$ cat src/rtl/uart_rx_frame_ctrl.sv
// Framed-packet receiver: SYNC, LEN, payload, XOR checksum; holds a checked frame until acked.
// Optional inter-byte gap timeout is enabled by defining UART_FRAME_TIMEOUT_EN.
module uart_rx_frame_ctrl #(
  parameter logic [7:0]  SYNC_BYTE    = 8'hA5,
  parameter int          MAX_LEN      = 15,
  parameter logic [15:0] TIMEOUT_CLKS = 16'd52080
) (
  input  logic       clk,
  input  logic       reset,
  input  logic [7:0] rx_data,
  input  logic       rx_done,
  input  logic       rx_error,
  input  logic       frame_ack,
  input  logic [3:0] rd_addr,
  output logic [7:0] rd_data,
  output logic       frame_valid,
  output logic [3:0] frame_len,
  output logic       frame_err,
  output logic [1:0] err_code,
  output logic       overrun,
  output logic       busy
);

  localparam logic [7:0] MAX_LEN_B = 8'(MAX_LEN);

  typedef enum logic [2:0] {HUNT, LEN, PAYLOAD, CSUM, HOLD} state_t;

  state_t     state_q, state_d;
  logic [3:0] len_q, len_d;
  logic [3:0] idx_q, idx_d;
  logic [7:0] csum_q, csum_d;
  logic       frame_valid_q, frame_valid_d;
  logic [3:0] frame_len_q, frame_len_d;
  logic       frame_err_q, frame_err_d;
  logic [1:0] err_code_q, err_code_d;
  logic       overrun_q, overrun_d;
  logic       mem_we;
  logic       timeout;

  logic [7:0] payload_mem [16];

`ifdef UART_FRAME_TIMEOUT_EN
  logic [15:0] gap_q, gap_d;

  // Counter restarts on every byte; fires on the TIMEOUT_CLKS-th idle cycle mid-frame.
  always_comb begin
    gap_d   = 16'd0;
    timeout = 1'b0;
    if ((state_q == LEN || state_q == PAYLOAD || state_q == CSUM) && !rx_done) begin
      if (gap_q == 16'(TIMEOUT_CLKS - 16'd1)) timeout = 1'b1;
      else                                     gap_d   = gap_q + 16'd1;
    end
  end

  always_ff @(posedge clk) begin
    if (reset) gap_q <= 16'd0;
    else       gap_q <= gap_d;
  end
`else
  assign timeout = 1'b0;
`endif

  always_comb begin
    state_d       = state_q;
    len_d         = len_q;
    idx_d         = idx_q;
    csum_d        = csum_q;
    frame_valid_d = frame_valid_q;
    frame_len_d   = frame_len_q;
    frame_err_d   = 1'b0;
    err_code_d    = err_code_q;
    overrun_d     = 1'b0;
    mem_we        = 1'b0;

    case (state_q)
      HUNT: begin
        if (rx_done && !rx_error && rx_data == SYNC_BYTE) begin
          state_d = LEN;
          csum_d  = 8'd0;
        end
      end
      LEN, PAYLOAD, CSUM: begin
        if (rx_done && rx_error) begin
          frame_err_d = 1'b1;
          err_code_d  = 2'd2;
          state_d     = HUNT;
        end else if (rx_done) begin
          case (state_q)
            LEN: begin
              if (rx_data == 8'd0) begin
                len_d   = 4'd0;
                csum_d  = 8'd0;
                state_d = CSUM;
              end else if (rx_data <= MAX_LEN_B) begin
                len_d   = rx_data[3:0];
                idx_d   = 4'd0;
                csum_d  = rx_data;
                state_d = PAYLOAD;
              end else begin
                frame_err_d = 1'b1;
                err_code_d  = 2'd1;
                state_d     = HUNT;
              end
            end
            PAYLOAD: begin
              mem_we = 1'b1;
              csum_d = csum_q ^ rx_data;
              if (idx_q == len_q - 4'd1) state_d = CSUM;
              else                       idx_d   = idx_q + 4'd1;
            end
            CSUM: begin
              if (rx_data == csum_q) begin
                state_d       = HOLD;
                frame_valid_d = 1'b1;
                frame_len_d   = len_q;
              end else begin
                frame_err_d = 1'b1;
                err_code_d  = 2'd0;
                state_d     = HUNT;
              end
            end
            default: ;
          endcase
        end else if (timeout) begin
          frame_err_d = 1'b1;
          err_code_d  = 2'd3;
          state_d     = HUNT;
        end
      end
      HOLD: begin
        // Bytes arriving while a frame is held are always dropped, even alongside an ack.
        if (rx_done) overrun_d = 1'b1;
        if (frame_ack) begin
          frame_valid_d = 1'b0;
          state_d       = HUNT;
        end
      end
      default: state_d = HUNT;
    endcase
  end

  always_ff @(posedge clk) begin
    if (reset) begin
      state_q       <= HUNT;
      len_q         <= 4'd0;
      idx_q         <= 4'd0;
      csum_q        <= 8'd0;
      frame_valid_q <= 1'b0;
      frame_len_q   <= 4'd0;
      frame_err_q   <= 1'b0;
      err_code_q    <= 2'd0;
      overrun_q     <= 1'b0;
    end else begin
      state_q       <= state_d;
      len_q         <= len_d;
      idx_q         <= idx_d;
      csum_q        <= csum_d;
      frame_valid_q <= frame_valid_d;
      frame_len_q   <= frame_len_d;
      frame_err_q   <= frame_err_d;
      err_code_q    <= err_code_d;
      overrun_q     <= overrun_d;
    end
  end

  always_ff @(posedge clk) begin
    if (mem_we) payload_mem[idx_q] <= rx_data;
  end

  assign rd_data     = payload_mem[rd_addr];
  assign frame_valid = frame_valid_q;
  assign frame_len   = frame_len_q;
  assign frame_err   = frame_err_q;
  assign err_code    = err_code_q;
  assign overrun     = overrun_q;
  assign busy        = (state_q != HUNT);

endmodule

$ cat config.mk
export PLATFORM = sky130hd
export DESIGN_NAME = uart_rx_frame_ctrl
export DESIGN_NICKNAME = d
export VERILOG_FILES = /design/src/rtl/uart_rx_frame_ctrl.sv
export SDC_FILE = /design/constraint.sdc
export NUM_CORES = 1
export LEC_CHECK = 0
export BUFFER_PORTS_ARGS = -buffer_cell sky130_fd_sc_hd__buf_2
export CAP_MARGIN = 10
export CORE_MARGIN = 3
export CORE_UTILIZATION = 60
export DETAILED_ROUTE_END_ITERATION = 16
export PLACE_DENSITY = 0.78
export REMOVE_ABC_BUFFERS = 1
export SKIP_CTS_REPAIR_TIMING = 1
export SYNTH_ARGS = -nofsm -noshare
export SYNTH_HDL_FRONTEND = slang
export SYNTH_SLANG_ARGS = --single-unit
$ cat constraint.sdc
create_clock -name clk -period 5.55 [get_ports clk]
set_clock_uncertainty 0.05 [all_clocks]
set_input_delay 1.11 -clock clk [delete_from_list [all_inputs] [get_ports clk]]
set_output_delay 1.11 -clock clk [all_outputs]
set_load 0.03 [all_outputs]
* After elaboration in Yosys (flattened, before gate mapping)
Memories as Yosys holds them, arrays and structs flattened. Cells that the tools add are included.
Operators by class: add/sub/neg operators 2, $lt $le $gt $ge 1, eq/ne operators 24, mux-type cells 48, bitwise operators 4, reduce and logical (&&, ||, !) cells 23
Operator list (count):
- 8-bit 2-to-1 mux | 5
- 8-bit case mux with 2 select lines | 2
- 4-bit 2-to-1 mux | 5
- 3-bit 2-to-1 mux | 6
- 2-bit inequality test (second input constant) | 9
- 3-bit case mux with 3 select lines | 2
- 6-bit AND reduction | 3
- 1-bit 2-to-1 mux | 17
- 3-bit inequality test (second input constant) | 5
- 5-bit AND reduction | 3
- 2-bit 2-to-1 mux | 7
- 2-bit nonzero test | 5
- 8-bit == test | 1
- 8-bit == test (second input constant) | 1
- 8-bit by 4-bit less-or-equal comparator with 1-bit output (second input constant) | 1
- 8-bit logical NOT | 1
- 4-bit inequality test (second input constant) | 2
- 4-bit case mux with 2 select lines | 1
- 8-bit bitwise XOR | 1
- 7-bit AND reduction | 1
- 3-bit by 2-bit == test with 1-bit output (second input constant) | 2
- 3-bit nonzero test | 2
- 5-bit inequality test (second input constant) | 1
- 4-bit by 1-bit adder with 4-bit output (second input constant) | 1
- other kinds (12) | 18
Word-level totals: flip-flop bits (word level) 28, RAM bits 128, input port bits 17, output and inout bits 18, memories kept 1
Memories:
- payload_mem | depth 16, width 8, rd ports 1, clocked after memory_dff 0, wr ports 1, line 40 | logic [7:0] payload_mem [16];

* Depth between registers and ports, before layout
depth in word-level cells 7, gate-level depth with buffers 7

* Least setup slack after synthesis
No wires, ideal clock.
path type input to output, start point in rd_addr[0], end point out rd_data[0], arrival 2.728 ns, slack 1.662 ns, stages on the path 4, path buffers 2, path through clkbuf_1 buf_2 mux4_2 mux4_2
Between the ends: word-level cells in the longest chain between the ends 1
Ends and longest elaborated chain:
- from (decl) | line 14 | input logic [3:0] rd_addr,
- memory 16 x 8 bit
- to (decl) | line 15 | output logic [7:0] rd_data,
No other way between the ends.

* Final worst setup path
start point in rd_addr[0], end point out rd_data[7]
Same word-level chain as after synthesis.

==> out/metrics.yaml <==
sta:
  finalMaxSlewViolations: 0
  period_needed_ns: 4.32
  fin_tns_setup_ns: 0
  fmax_mhz: 231
  slew_headroom: 0.294
  tightest_slew_ns: 1.05
  setup_ws_ns: 1.23
  fin_crit_sh: 0.779
  setup_viol: 0
  report.final.hold_viol_count: 0
  rsz0062_at_grt: "no"
routing:
  vias: 3757
  antenna_left: 0
  drc: 0
  drt_iter0_drc: 304
  wl_um: 14000
  routedWlPerCell_um: 24.5
  drt-pass1-iter-count: 6
  vias_per_cell: 6.56
floorplan:
  coreArea_um2: 10500
  start_util: 0.627
  io_pins: 35
  die-area_um2: 12200
  rows: 37
  die_w_um: 111
  fp.dieH_um: 111
cells_and_area:
  stdcell_count: 573
  syn_to_final_growth_pct: 13.5
  design_area_um2: 7450
  diodes: 0
  drive_above_1_share: 0.277
  fin_nets: 446
clock_network:
  cts_buffer_depth: 2
  clock_sinks: 156
  cts_tree: "built"
  htree_levels: 4
  insertion_delay_ns: 0.53
  cts.reportedPaths.clkPinSlew_ns: 0.06
  ctsRootBufferMaster: "clkbuf_8"
  cts_inserted_buffers: 17
yosys:
  syn_avg_cell_area_um2: 17.0
  postSynthCellCount: 387
  synth_edf_count: 128
  synth_commonest_cells: "edfxtp_1 (128), mux4_2 (40), dfxtp_1 (28), nor2_1 (28), nand2_1 (14)"
  synth_async_sr_flop_share: 0
  synth.most_common_cell: "edfxtp_1"
  syn_area_um2: 6570
  synthDistinctLibCells: 51
  yosysTopAreaCellShare: 0.585
  synth_ff_type: "edfxtp_1"
  yosys_register_bits: 156
  yosysWarnings: 0
  ys_top_cells_by_area: "edfxtp_1 (59%), mux4_2 (14%), dfxtp_1 (8.5%)"
  yosys.area.top_type: "edfxtp_1"
  yosysSeqAreaShare: 0.671
grt:
  grt_usage: 0.243
  grt_pass1_vias: 3797
  grt_antenna_before_repair: 0
  grt_pass1_wl_um: 22000
  gr-total-overflow: 0
  grt_max_degree: 33
worst_setup_path:
  path_buf_inv: 3
  r2r_start: "state_q[1]"
  crit_chain: "buf_2 -> buf_4 -> mux4_2 -> mux4_2 -> buf_2"
  startpoint_type: "input pin"
  crit_slowest_cell: "mux4_2"
  cp.depth: 5
  path_delay_family: "buffers and inverters"
  critPathMaxStageDelay_ns: 0.53
  crit_path_end_kind: "primary output"
  regToRegSetupSlack_ns: 2.91
  r2r-end: "idx_q[2]"
  worstPathArrival_ns: 3.16
  rr_worst_depth: 5
  cp.required_ns: 4.39
  worstPathMaxFanout: 17
  critPathKind: "in -> out"
min_path:
  hp-start: "err_code[0]"
  min_path_type: "reg -> reg"
  worstHoldPathCells: 2
  min_to: "err_code[0]"
pwr:
  p_sw_frac: 0.207
  seq_power_share: 0.504
  max-vdd-ir-drop_mv: 0.248
  comb_power_share: 0.049
  fin_total_pwr_uw: 2510
  switchingPower_uw: 521
  internal-power_uw: 1990
  p_per_area_nw_per_um2: 337
  p_leak_uw: 0.00246
  clkPwrFrac: 0.446
place:
  dp_hpwl_um: 8560
  dpl_cell_area_um2: 6870
  place_congestion: 0.867
  dpl_worst_slack_ns: 1.24
  place_inst: 541
  io_buffer_count: 34
flow_run:
  cap_violations: 0
status:
  status: "completed"
-- flip-flops by register name, indices dropped and copies added, names as in the netlist --
signal	flops
idx_q	4
frame_valid	1
err_code	2
state_q	3
frame_err	1
csum_q	8
overrun	1
len_q	4
payload_mem	128
frame_len	4
-- area by class of cell --
cell class | count | area (µm²)
Sequential cell | 156 | 4400
Fill cell | 673 | 3010
Multi-Input combinational cell | 205 | 2080
Clock buffer | 23 | 467
Timing Repair Buffer | 36 | 185
Tap cell | 136 | 170
Clock inverter | 9 | 114
Inverter | 8 | 30.0
-- cell usage in the layout, fill, tap and decap left out, drive strengths merged, types with 10 or more instances in the layout --
cell type,Yosys,routed
buf,6,36
nor2,29,29
mux4,40,40
nor3b,10,10
dfxtp,28,28
nand2,14,14
edfxtp,128,128
xnor2,12,12
clkbuf,12,23
xor2,10,10
-- how the worst max path moves through the flow --
| stage | from | to | slack, ns |
|---|---|---|---|
| floorplan | rd_addr[0] | rd_data[0] | 2.24 |
| global placement | rd_addr[0] | rd_data[5] | 1.28 |
| finish | rd_addr[0] | rd_data[7] | 1.23 |
| detailed placement | rd_addr[0] | rd_data[5] | 1.24 |
| global route | rd_addr[0] | rd_data[7] | 1.09 |
| CTS | rd_addr[0] | rd_data[7] | 1.17 |
-- routing by layer --
metal / up-vias / routed length [µm] / GRT usage
met4: 0 / 179 / 0.0706
met5: - / 0 / 0
li1: 1639 / - / -
met1: 1942 / 5920 / 0.322
met2: 156 / 7080 / 0.398
met3: 20 / 853 / 0.0701
-- stage by stage --
stage | hold slack [ns] | utilization
2_1_floorplan | 0.453 | -
3_3_place_gp | 0.399 | 0.657
3_5_place_dp | 0.408 | 0.657
4_1_cts | 0.422 | 0.712
5_1_grt | 0.466 | 0.712
6_report | 0.413 | 0.712
-- worst register-to-register path, stage by stage, from the launching register on --
cell     delay (ns)
dfxtp_1        0.61
nor3b_2        0.93
nand2_1        0.23
a31oi_1        0.33
nor3_1         0.07
or3_1          0.30
-- power by group through the flow --
| stage | Clock (µW) | Sequential [µW] | Combinational, µW |
|---|---|---|---|
| floorplan | 0 | 1290 | 65.0 |
| global placement | 0 | 1290 | 119 |
| detailed placement | 0 | 1290 | 123 |
| CTS | 1130 | 1270 | 125 |
| global route | 1190 | 1270 | 133 |
| finish | 1120 | 1270 | 124 |
-- kinds of logic (layout without fill, tap and decap cells) --
group / count (synthesis) / after routing / share of synthesized area
compound gates: 32 / 32 / 0.0414
xor+xnor: 22 / 22 / 0.0293
fa+ha+maj: 5 / 5 / 0.00953
buf+inv: 26 / 76 / 0.0156
flops: 156 / 156 / 0.671
mux: 50 / 50 / 0.153
simple gates: 96 / 96 / 0.0806
(Power assumes the default switching activity.)
